==> src/rtl/instr_loader.sv <==
// instr_loader: encodes RV32I field bundles (addi, bne, sw, lw, add) and writes them to consecutive
// instruction-memory words. Define LOADER_NOP_PAD_EN to fill the remaining words with NOPs on finish.
module instr_loader #(
   parameter int unsigned ADDR_WIDTH = 8,
   parameter int unsigned START_ADDR = 0
) (
   input  logic                  clk,
   input  logic                  rst_n,
   input  logic                  start,
   input  logic                  finish,
   input  logic                  in_valid,
   output logic                  in_ready,
   input  logic [2:0]            in_op,
   input  logic [4:0]            in_rd,
   input  logic [4:0]            in_rs1,
   input  logic [4:0]            in_rs2,
   input  logic [12:0]           in_imm,
   output logic                  mem_we,
   output logic [ADDR_WIDTH-1:0] mem_addr,
   output logic [31:0]           mem_wdata,
   output logic [ADDR_WIDTH:0]   count,
   output logic                  busy,
   output logic                  done,
   output logic                  err
);

   localparam int unsigned CNT_W = ADDR_WIDTH + 1;
   localparam logic [ADDR_WIDTH-1:0] START    = ADDR_WIDTH'(START_ADDR);
   localparam logic [CNT_W-1:0]      FULL_CNT = {1'b1, {ADDR_WIDTH{1'b0}}};
   localparam logic [31:0]           NOP_WORD = 32'h0000_0013;

   localparam logic [6:0] OPC_OPIMM  = 7'b0010011;
   localparam logic [6:0] OPC_LOAD   = 7'b0000011;
   localparam logic [6:0] OPC_STORE  = 7'b0100011;
   localparam logic [6:0] OPC_BRANCH = 7'b1100011;
   localparam logic [6:0] OPC_OP     = 7'b0110011;

`ifdef LOADER_NOP_PAD_EN
   typedef enum logic [1:0] {S_IDLE = 2'd0, S_LOAD = 2'd1, S_DONE = 2'd2, S_PAD = 2'd3} state_t;
`else
   typedef enum logic [1:0] {S_IDLE = 2'd0, S_LOAD = 2'd1, S_DONE = 2'd2} state_t;
`endif

   state_t                state;
   logic [ADDR_WIDTH-1:0] addr;

   logic [31:0]      enc_word;
   logic             op_legal;
   logic             xfer;
   logic             wr;
   logic [CNT_W-1:0] cnt_inc;
   logic             full;
   logic             full_nxt;

   // Field bundle to RV32I word
   always_comb begin
      enc_word = 32'h0;
      op_legal = 1'b1;
      case (in_op)
         3'd0:    enc_word = {in_imm[11:0], in_rs1, 3'b000, in_rd, OPC_OPIMM};
         3'd1:    enc_word = {in_imm[12], in_imm[10:5], in_rs2, in_rs1, 3'b001,
                              in_imm[4:1], in_imm[11], OPC_BRANCH};
         3'd2:    enc_word = {in_imm[11:5], in_rs2, in_rs1, 3'b010, in_imm[4:0], OPC_STORE};
         3'd3:    enc_word = {in_imm[11:0], in_rs1, 3'b010, in_rd, OPC_LOAD};
         3'd4:    enc_word = {7'b0000000, in_rs2, in_rs1, 3'b000, in_rd, OPC_OP};
         default: op_legal = 1'b0;
      endcase
   end

   // Handshake and fill status; full_nxt accounts for a write launched this cycle
   always_comb begin
      xfer     = (state == S_LOAD) && in_valid && in_ready;
      wr       = xfer && op_legal;
      cnt_inc  = count + CNT_W'(1);
      full     = (count == FULL_CNT);
      full_nxt = wr ? (cnt_inc == FULL_CNT) : full;
   end

   always_ff @(posedge clk or negedge rst_n) begin
      if (!rst_n) begin
         state     <= S_IDLE;
         addr      <= START;
         count     <= '0;
         mem_we    <= 1'b0;
         mem_addr  <= '0;
         mem_wdata <= 32'h0;
         in_ready  <= 1'b0;
         busy      <= 1'b0;
         done      <= 1'b0;
         err       <= 1'b0;
      end else begin
         mem_we <= 1'b0;
         // Accepted legal bundle is written on the next cycle, even if the state changes now
         if (wr) begin
            mem_we    <= 1'b1;
            mem_addr  <= addr;
            mem_wdata <= enc_word;
         end

         case (state)
            S_IDLE, S_DONE: begin
               if (start) begin
                  state    <= S_LOAD;
                  addr     <= START;
                  count    <= '0;
                  err      <= 1'b0;
                  in_ready <= 1'b1;
                  busy     <= 1'b1;
                  done     <= 1'b0;
               end
            end

            S_LOAD: begin
               if (xfer && !op_legal) err <= 1'b1;
               if (start) begin
                  addr     <= START;
                  count    <= '0;
                  err      <= 1'b0;
                  in_ready <= 1'b1;
               end else begin
                  if (wr) begin
                     addr  <= addr + ADDR_WIDTH'(1);
                     count <= cnt_inc;
                  end
                  if (finish || full) begin
                     in_ready <= 1'b0;
`ifdef LOADER_NOP_PAD_EN
                     if (finish && !full_nxt) begin
                        state <= S_PAD;
                     end else begin
                        state <= S_DONE;
                        busy  <= 1'b0;
                        done  <= 1'b1;
                     end
`else
                     state <= S_DONE;
                     busy  <= 1'b0;
                     done  <= 1'b1;
`endif
                  end else begin
                     in_ready <= !full_nxt;
                  end
               end
            end

`ifdef LOADER_NOP_PAD_EN
            // One NOP per cycle until memory is full
            S_PAD: begin
               if (start) begin
                  state    <= S_LOAD;
                  addr     <= START;
                  count    <= '0;
                  err      <= 1'b0;
                  in_ready <= 1'b1;
               end else if (full) begin
                  state <= S_DONE;
                  busy  <= 1'b0;
                  done  <= 1'b1;
               end else begin
                  mem_we    <= 1'b1;
                  mem_addr  <= addr;
                  mem_wdata <= NOP_WORD;
                  addr      <= addr + ADDR_WIDTH'(1);
                  count     <= cnt_inc;
               end
            end
`endif

            default: state <= S_IDLE;
         endcase
      end
   end

endmodule

==> config.mk <==
export PLATFORM = sky130hd
export DESIGN_NAME = instr_loader
export DESIGN_NICKNAME = d
export VERILOG_FILES = /design/src/rtl/instr_loader.sv
export SDC_FILE = /design/constraint.sdc
export NUM_CORES = 1
export LEC_CHECK = 0
export CORE_MARGIN = 2
export CORE_UTILIZATION = 52
export CTS_BUF_LIST = sky130_fd_sc_hd__clkbuf_4 sky130_fd_sc_hd__clkbuf_8
export DETAILED_ROUTE_END_ITERATION = 6
export PLACE_DENSITY_LB_ADDON = 0.05
export SYNTH_ARGS = -nofsm -noshare
export SYNTH_HDL_FRONTEND = slang
export SYNTH_SLANG_ARGS = --single-unit
export TNS_END_PERCENT = 1
==> constraint.sdc <==
create_clock -name clk -period 4 [get_ports clk]
set_input_delay 0.8 -clock clk [delete_from_list [all_inputs] [get_ports clk]]
set_output_delay 0.8 -clock clk [all_outputs]
set_load 0.05 [all_outputs]
==> metrics.txt, run 1 <==
Post-Synthesis Cell Area slightly below 3000 µm²; area inside the core boundary between 5000 and 6000 µm²; via count between 2000 and 3000; Final #Nets ~420; worst reg-to-reg path cell count 4; sort of element at the end of the critical path register; crit path max-delay cell type sky130_fd_sc_hd__a21oi_1; vias in the first global route between 2000 and 2500; Post-Syn Instances approximately 310; post-synth top area share slightly above 50%; pin count of the biggest net entering global routing 39; FF-to-FF Start state[0]; outcome finished clean; most instantiated flip-flop cell in the synthesis netlist sky130_fd_sc_hd__dfrtp_1; count of placed standard cells including taps about 450; Bufs on Longest Clock Path 2; Achievable Freq between 0.3 and 0.4 GHz; number of levels the H-tree was split into 3; post-CTS clock slew at the launch and capture registers of the worst setup and hold paths 70 ps; Crit Reg-Reg Endpoint count[1]; worst setup skew after layout 7.03 ps; FF-to-FF setup slack between 1500 and 2000 ps; slowest cell delay on critical path a little under 800 ps; Clock Latency Late Sink roughly 330 ps; worst hold path depth 2; Placement Rows 27; Routed wire per std cell 14.8 µm; critical path launch point type primary input; number of storage elements in the synthesis netlist 59; die span in y around 79 µm; number of port buffers between 80 and 90; final estimated routing congestion in global placement about 0.84; global-route usage over all layers between 20% and 30%; Max-slew headroom about two fifths; die boundary width 78.7 µm; Period minus WS final 2680 ps; transition at the pin with the smallest max-transition slack 924 ps; antenna violations before repair 0; start-to-end type of the worst setup path primary input to register; area added between synthesis and finish 36.8%; total congestion overflow after global routing 0; starting density of the core about 53%; number of inserted diodes 0; Final HPWL DP roughly 4800 µm; cells traversed along the worst timing path clkdlybuf4s50_1 > o21ai_0 > a21oi_1 > nor2_1 > o21ai_0; synth warn 0; CTS root buf sky130_fd_sc_hd__clkbuf_8; cell accounting for the most synthesized area sky130_fd_sc_hd__dfrtp_1; number of antenna-violating nets in the routed design 0; post-synthesis area per instance about 9.5 µm²; iteration count of the initial detailed-routing pass 4; number of enable flip-flop cells after synthesis 0; top layer reached by signal wires met4; maximum fanout encountered on the critical timing path 12; Pwr Density 551 nW/µm²; biggest area contributors in the synthesized netlist sky130_fd_sc_hd__dfrtp_1 51%, sky130_fd_sc_hd__nand2_1 7.9%, sky130_fd_sc_hd__nor2_1 3.8%, sky130_fd_sc_hd__a22o_1 3.3%, sky130_fd_sc_hd__o21ai_0 3.1%; clock sink count about 60; number of max-cap violations 0; kind of path behind the tightest hold check register to register; share of layout cells above drive strength 1 between 7 and 8%; fraction of the cycle the final worst path needs approximately two thirds; Seq/Total Area, Yosys between 50% and 60%; I/O pin cnt 90; Met2 Wirelength around 3400 µm; first-iteration detailed-routing DRC count 150; required time worst endpoint about 4300 ps; worst hold endpoint mem_addr[1]; Worst VDD drop 0.372 mV; TritonCTS clock tree done; count of distinct cell types in the synthesized netlist 46; unrepaired setup endpoints after global routing false; # Post-CTS Setup Buffers 0; post-route insts no fill 462; wire length on met3 roughly 400 µm; post-cts gate resize count 0; hold_buf cts 0; fraction of registers with async set/reset 100%; routed vias/inst about 5.5; Die Area 6190 µm²; static leakage about 1.7 nW; met1 routed wirelength after detailed routing approximately 3000 µm; Worst setup startpoint in_op[2]; Hold Vio Cnt, Final 0; fill count between 400 and 500; source of the worst hold timing path mem_addr[1]; DRC 0; Finish-stage setup viols 0; max-slew violations 0; wire length reported by the detailed router slightly below 7000 µm; critical path's most frequent cell sky130_fd_sc_hd__o21ai_0; CTS buffer count 9; CP Data Arrival Time 2920 ps; sum of negative setup slack 0 ps; global-route wire length before repair approximately 12000 µm
-- state kept, by name, indices dropped and copies added, names as in the netlist --
register   cells
mem_wdata     27
mem_we         1
busy           1
count          9
in_ready       1
err            1
mem_addr       8
done           1
addr           8
state          2
-- layer usage --
layer / up-vias / GRT usage, %
li1: 1221 / -
met3: 2 / 6.90
met5: - / 0
met1: 1217 / 32.0
met4: 0 / 8.25
met2: 87 / 39.9
-- cells in the mapped netlist (6+ instances only) --
cell	count
sky130_fd_sc_hd__nand3_1	8
sky130_fd_sc_hd__clkbuf_1	7
sky130_fd_sc_hd__nor2_1	29
sky130_fd_sc_hd__a22o_1	11
sky130_fd_sc_hd__a221oi_1	9
sky130_fd_sc_hd__dfrtp_1	59
sky130_fd_sc_hd__nand2_1	61
sky130_fd_sc_hd__buf_2	8
sky130_fd_sc_hd__buf_4	6
sky130_fd_sc_hd__inv_1	10
sky130_fd_sc_hd__a21oi_1	8
sky130_fd_sc_hd__o21ai_0	18
-- per-stage QoR --
step | util [%] | total power [mW] | area [µm²] | worst slack (ps) | hold WS [ps]
after floorplan | - | 1.30 | 2910 | 1970 | 453
after global placement | 68.8 | 1.57 | 3740 | 1100 | 457
after detailed placement | 68.8 | 1.58 | 3740 | 1040 | 462
after CTS | 73.0 | 2.20 | 3970 | 1380 | 479
after global routing | 73.0 | 2.29 | 3970 | 1130 | 515
final | 73.0 | 2.19 | 3970 | 1320 | 476
-- critical path: cells and delay by family --
family | cells | cell delay, ps
compound gates | 3 | 1210
buf+inv | 1 | 690
simple gates | 1 | 210
-- layout make-up --
class | instances | area, µm² | share of cell area (%)
sequential | 59 | 1480 | 37.2
multi-input combinational | 216 | 1260 | 31.7
timing repair buffer | 89 | 878 | 22.1
clock buffer | 11 | 151 | 3.81
tap | 72 | 90.1 | 2.27
clock inverter | 5 | 75.1 | 1.89
inverter | 10 | 37.5 | 0.946
-- where the power goes --
group | switching, mW | internal [mW]
clock | 0.234 | 0.381
combinational | 0.536 | 0.277
sequential | 0.0610 | 0.697
total | 0.831 | 1.36
-- worst max-delay path by stage --
stage,to,slack (ps),cells after the start
after CTS,count[1],1380,5
after detailed placement,count[1],1040,5
after global placement,count[5],1100,5
after global routing,count[5],1130,5
after floorplan,addr[7],1970,6
final,count[1],1320,5
-- cell usage in the layout (no fill, tap or decap), types with 8 or more instances in the layout --
cell	count
sky130_fd_sc_hd__a21oi_1	8
sky130_fd_sc_hd__a221oi_1	9
sky130_fd_sc_hd__a22o_1	11
sky130_fd_sc_hd__clkbuf_8	11
sky130_fd_sc_hd__clkdlybuf4s50_1	85
sky130_fd_sc_hd__dfrtp_1	59
sky130_fd_sc_hd__inv_1	10
sky130_fd_sc_hd__nand2_1	61
sky130_fd_sc_hd__nand3_1	8
sky130_fd_sc_hd__nor2_1	29
sky130_fd_sc_hd__o21ai_0	18
-- cells by family (layout without fill, tap and decap cells) --
kind of cell	after synthesis	in the layout	synth area share (%)
simple gates	128	128	21.2
buf+inv	33	115	5.91
flops	59	59	50.9
other cells	1	3	0.129
mux	7	7	2.50
fa+ha+maj	3	3	1.29
compound gates	72	72	17.2
xor+xnor	3	3	0.906
(Power assumes the default switching activity.)
==> run 2, diff against run 1 <==
--- a/config.mk
+++ b/config.mk
@@ -6,7 +6,7 @@
 export NUM_CORES = 1
 export LEC_CHECK = 0
 export CORE_MARGIN = 2
-export CORE_UTILIZATION = 52
+export CORE_UTILIZATION = 48
 export CTS_BUF_LIST = sky130_fd_sc_hd__clkbuf_4 sky130_fd_sc_hd__clkbuf_8
 export DETAILED_ROUTE_END_ITERATION = 6
 export PLACE_DENSITY_LB_ADDON = 0.05
==> constraint.sdc (replaced) <==
create_clock -name clk -period 2.8 [get_ports clk]
set_input_delay 0.56 -clock clk [delete_from_list [all_inputs] [get_ports clk]]
set_output_delay 0.56 -clock clk [all_outputs]
set_load 0.05 [all_outputs]
==> metrics.txt, run 2 (synthesized netlist as in run 1, its figures left out) <==
outcome finished clean; TritonCTS clock tree done; Die Area 6680 µm²; # Post-CTS Setup Buffers 0; vias in the first global route around 2300; Routed wire per std cell approximately 15 µm; number of antenna-violating nets in the routed design 0; global-route usage over all layers ~22%; area added between synthesis and finish 38.7%; internal portion of total power roughly 1.9 mW; maximum fanout encountered on the critical timing path 12; Placement Rows 28; Hold Vio Cnt, Final 0; switching share of total power between 30% and 40%; area inside the core boundary 5890 µm²; post-CTS clock slew at the launch and capture registers of the worst setup and hold paths 60 ps; proportion of power drawn by flip-flops and latches between 30% and 40%; share of layout cells above drive strength 1 ~9.1%; max reg flops 27; worst setup skew after layout 6.70 ps; starting density of the core approximately half; FF-to-FF setup slack slightly above 700 ps; transition at the pin with the smallest max-transition slack around 1000 ps; number of max-cap violations 0; required time worst endpoint around 3100 ps; CP Data Arrival Time around 2700 ps; total congestion overflow after global routing 0; Period minus WS final about 2500 ps; overall power after layout about 3 mW; post-placement worst setup slack 22.5 ps; number of inserted diodes 0; sum of negative setup slack 0 ps; critical path launch point type primary input; CTS root buf sky130_fd_sc_hd__clkbuf_8; Achievable Freq 0.404 GHz; part of the power in combinational logic between 30 and 40%; fraction of the cycle the final worst path needs roughly nine tenths; number of port buffers 86; first-iteration detailed-routing DRC count approximately 120; post-cts gate resize count 0; antenna violations before repair 0; Pwr Density between 700 and 800 nW/µm²; register with the most flip-flops mem_wdata; worst-case setup margin in the final layout between 300 and 400 ps; hold_buf cts 0; utilization of the core after routing 68.3%; via count ~2500; Final HPWL DP around 5000 µm; CTS buffer count 9; static leakage 1.75 nW; iteration count of the initial detailed-routing pass 4; Final #Nets around 430; fraction of power consumed by the clock network 26.9%; reported net switching power about 1.2 mW; FF-to-FF Start state[0]; max-slew violations 0; Finish-stage setup viols 0; sort of element at the end of the critical path register; Max-slew headroom 31.3%; I/O pin cnt 90; die span in y about 82 µm; kind of path behind the tightest hold check primary input to asynchronous set/reset pin; die boundary width between 80 and 90 µm; Clock Latency Late Sink 330 ps; global-route wire length before repair between 10000 and 15000 µm; final estimated routing congestion in global placement between 0.7 and 0.8; leading registers by flop count mem_wdata x27, count x9; most frequent cells in the layout 85 x sky130_fd_sc_hd__clkdlybuf4s50_1, 61 x sky130_fd_sc_hd__nand2_1, 59 x sky130_fd_sc_hd__dfrtp_1; routed vias/inst between 5 and 6; Worst setup startpoint in_op[2]; start-to-end type of the worst setup path primary input to register; Bufs on Longest Clock Path 2; DRC 0; fill count between 400 and 500; number of levels the H-tree was split into 3; clock sink count about 60; unrepaired setup endpoints after global routing false; wire length reported by the detailed router 6910 µm; pin count of the biggest net entering global routing 38; Worst VDD drop 0.506 mV; most common library cell in the layout ignoring fill and taps sky130_fd_sc_hd__clkdlybuf4s50_1; hold slack final between 200 and 250 ps
-- run 2: final timing paths --
| kind | cells past startpoint | to |
|---|---|---|
| max in group asynchronous | 2 | count[6] |
| worst min-delay path | 2 | mem_we |
| min in group clk | 2 | mem_wdata[15] |
| worst max-delay path | 5 | count[5] |
| worst max register to register | 4 | count[5] |
| worst min register to register | 2 | mem_wdata[15] |
-- run 2: cell type report --
class | instances | area [µm²] | area share [%]
Sequential cell | 59 | 1480 | 36.7
Multi-Input combinational cell | 216 | 1260 | 31.3
Timing Repair Buffer | 97 | 938 | 23.3
Clock buffer | 14 | 186 | 4.63
Tap cell | 75 | 93.8 | 2.33
Inverter | 10 | 37.5 | 0.933
Clock inverter | 1 | 30.0 | 0.747
-- run 2: through the flow --
stage | area (µm²) | instances
finish | 4020 | 472
global route | 4020 | 472
CTS | 4020 | 472
detailed placement | 3810 | 457
global placement | 3810 | 457
floorplan | 2910 | 308
-- run 2: metal layers --
layer / global-route usage, % / part of all wire [%]
met1: 29.9 / 46
met2: 35.4 / 47
met3: 4.40 / 5.4
met4: 8.50 / 1.6
met5: 0 / 0
-- run 2: power groups by stage --
| stage | clock network [mW] | registers (mW) | logic [mW] |
|---|---|---|---|
| 6_report | 0.832 | 1.08 | 1.17 |
| 2_1_floorplan | 0 | 1.59 | 0.265 |
| 5_1_grt | 0.884 | 1.10 | 1.24 |
| 3_5_place_dp | 0 | 1.10 | 1.18 |
| 4_1_cts | 0.849 | 1.09 | 1.18 |
| 3_3_place_gp | 0 | 1.09 | 1.17 |
-- run 2: worst max-delay path, cell delays in order --
cell and delay [ps]:
sky130_fd_sc_hd__clkdlybuf4s50_1 620, sky130_fd_sc_hd__o21ai_0 210, sky130_fd_sc_hd__a21oi_1 860, sky130_fd_sc_hd__nor2_1 240, sky130_fd_sc_hd__a31oi_1 240
==> run 3, diff against run 2 <==
--- a/config.mk
+++ b/config.mk
@@ -5,10 +5,13 @@
 export SDC_FILE = /design/constraint.sdc
 export NUM_CORES = 1
 export LEC_CHECK = 0
+export CELL_PAD_IN_SITES_DETAIL_PLACEMENT = 1
+export CELL_PAD_IN_SITES_GLOBAL_PLACEMENT = 2
 export CORE_MARGIN = 2
-export CORE_UTILIZATION = 48
+export CORE_UTILIZATION = 28
 export CTS_BUF_LIST = sky130_fd_sc_hd__clkbuf_4 sky130_fd_sc_hd__clkbuf_8
 export DETAILED_ROUTE_END_ITERATION = 6
+export GPL_TIMING_DRIVEN = 0
 export PLACE_DENSITY_LB_ADDON = 0.05
 export SYNTH_ARGS = -nofsm -noshare
 export SYNTH_HDL_FRONTEND = slang
==> metrics.txt, run 3 (synthesized netlist as in run 1, its figures left out) <==
Placement Rows 37; final estimated routing congestion in global placement around 0.71; CP Data Arrival Time about 2600 ps; part of the power in combinational logic 38.9%; worst setup skew after layout about 12 ps; Max-slew headroom 47.0%; # Post-CTS Setup Buffers 0; fraction of the cycle the final worst path needs between 80% and 90%; number of inserted diodes 0; number of port buffers 85; CTS buffer count 9; fraction of power consumed by the clock network 26.0%; hold_buf cts 0; DRC 0; Final HPWL DP between 5000 and 6000 µm; area added between synthesis and finish 42.2%; number of levels the H-tree was split into 3; register with the most flip-flops mem_wdata; Achievable Freq 0.434 GHz; start-to-end type of the worst setup path primary input to register; post-placement worst setup slack approximately 85 ps; critical path launch point type primary input; total congestion overflow after global routing 0; die boundary width around 110 µm; clock sink count slightly below 60; sum of negative setup slack 0 ps; post-route insts no fill approximately 550; number of antenna-violating nets in the routed design 0; most common library cell in the layout ignoring fill and taps sky130_fd_sc_hd__clkdlybuf4s50_1; Placed Area 3930 µm²; area inside the core boundary between 10000 and 15000 µm²; kind of path behind the tightest hold check primary input to asynchronous set/reset pin; post-CTS clock slew at the launch and capture registers of the worst setup and hold paths ~70 ps; cell area after layout about 4100 µm²; starting density of the core 28.5%; Period minus WS final around 2300 ps; leading registers by flop count mem_wdata x27, count x9; max-slew violations 0; max reg flops 27; Hold Vio Cnt, Final 0; maximum fanout encountered on the critical timing path 10; worst reg-to-reg path cell count 5; die span in y 106 µm; via count 2604; post-cts gate resize count 0; area taken by flip-flops and latches ~1500 µm²; combined area of the multi-input logic cells approximately 1300 µm²; switching share of total power between 30% and 40%; outcome finished clean; TritonCTS clock tree done; hold slack final about 300 ps; Finish-stage setup viols 0; required time worst endpoint a little over 3000 ps; Die Area approximately 11000 µm²; utilization of the core after routing between 40% and 50%; static leakage between 1.5 and 2 nW; global-route wire length before repair around 14000 µm; I/O pin cnt 90; Clock Latency Late Sink between 300 and 400 ps; routed vias/inst 4.78; CTS root buf sky130_fd_sc_hd__clkbuf_8; Crit Reg-Reg Endpoint count[6]; FF-to-FF Start state[1]; most frequent cells in the layout 84 x sky130_fd_sc_hd__clkdlybuf4s50_1, 61 x sky130_fd_sc_hd__nand2_1, 59 x sky130_fd_sc_hd__dfrtp_1; FF-to-FF setup slack 840 ps; global-route usage over all layers between 10% and 20%; pin count of the biggest net entering global routing 60; overall power after layout approximately 3 mW; sort of element at the end of the critical path register; fill count 1197; worst-case setup margin in the final layout ~500 ps; Pwr Density 744 nW/µm²; iteration count of the initial detailed-routing pass 4; proportion of power drawn by flip-flops and latches a little over a third; Routed wire per std cell around 15 µm; vias in the first global route 2726; antenna violations before repair 0; Worst VDD drop 0.322 mV; reported net switching power between 1 and 1.5 mW; share of layout cells above drive strength 1 slightly above 10%; wire length reported by the detailed router roughly 8400 µm; internal portion of total power 1.85 mW; transition at the pin with the smallest max-transition slack between 700 and 800 ps; Final #Nets 443; Bufs on Longest Clock Path 2; first-iteration detailed-routing DRC count 98; number of max-cap violations 0; unrepaired setup endpoints after global routing false; count of placed standard cells including taps around 530
==> run 3: layout make-up <==
type                    count  share of cell area [%]
repair buffers             85                    20.6
flip-flops and latches     59                    35.8
inverters                  10                   0.910
plain buffers              23                    3.25
clock buffers              11                    3.52
multi-input cells         216                    30.6
well taps                 136                    4.13
clock inverters             5                    1.27
==> run 3: worst max-delay path by stage <==
stage / from / cells past startpoint / slack [ps] / to
finish: in_op[1] / 7 / 500 / count[5]
global route: in_op[1] / 7 / 240 / count[5]
CTS: in_op[1] / 7 / 420 / count[5]
detailed placement: in_op[1] / 7 / 80 / count[7]
global placement: rst_n / 1 / -990 / mem_wdata[4]
floorplan: in_ready / 6 / 960 / addr[7]
==> run 3: critical path, cell delays in order <==
cell and delay (ps):
sky130_fd_sc_hd__clkdlybuf4s50_1 470, sky130_fd_sc_hd__clkbuf_1 350, sky130_fd_sc_hd__o21ai_0 250, sky130_fd_sc_hd__a21oi_1 310
sky130_fd_sc_hd__buf_2 300, sky130_fd_sc_hd__nor2_1 130, sky130_fd_sc_hd__a31oi_1 190
==> run 3: layer usage <==
metal	vias up	GRT usage [%]	share of wire, %
met4	0	4.51	1.2
met2	63	24.1	46
met1	1270	22.5	49
li1	1263	-	-
met3	8	3.46	4.0
met5	-	0	0
==> run 3: power groups by stage <==
stage          clock (mW)  sequential, mW  combinational (mW)
6_report            0.797            1.08                1.19
5_1_grt             0.870            1.10                1.26
4_1_cts             0.826            1.08                1.21
3_5_place_dp            0            1.10                1.20
3_3_place_gp            0            1.09                1.20
2_1_floorplan           0            1.59               0.265
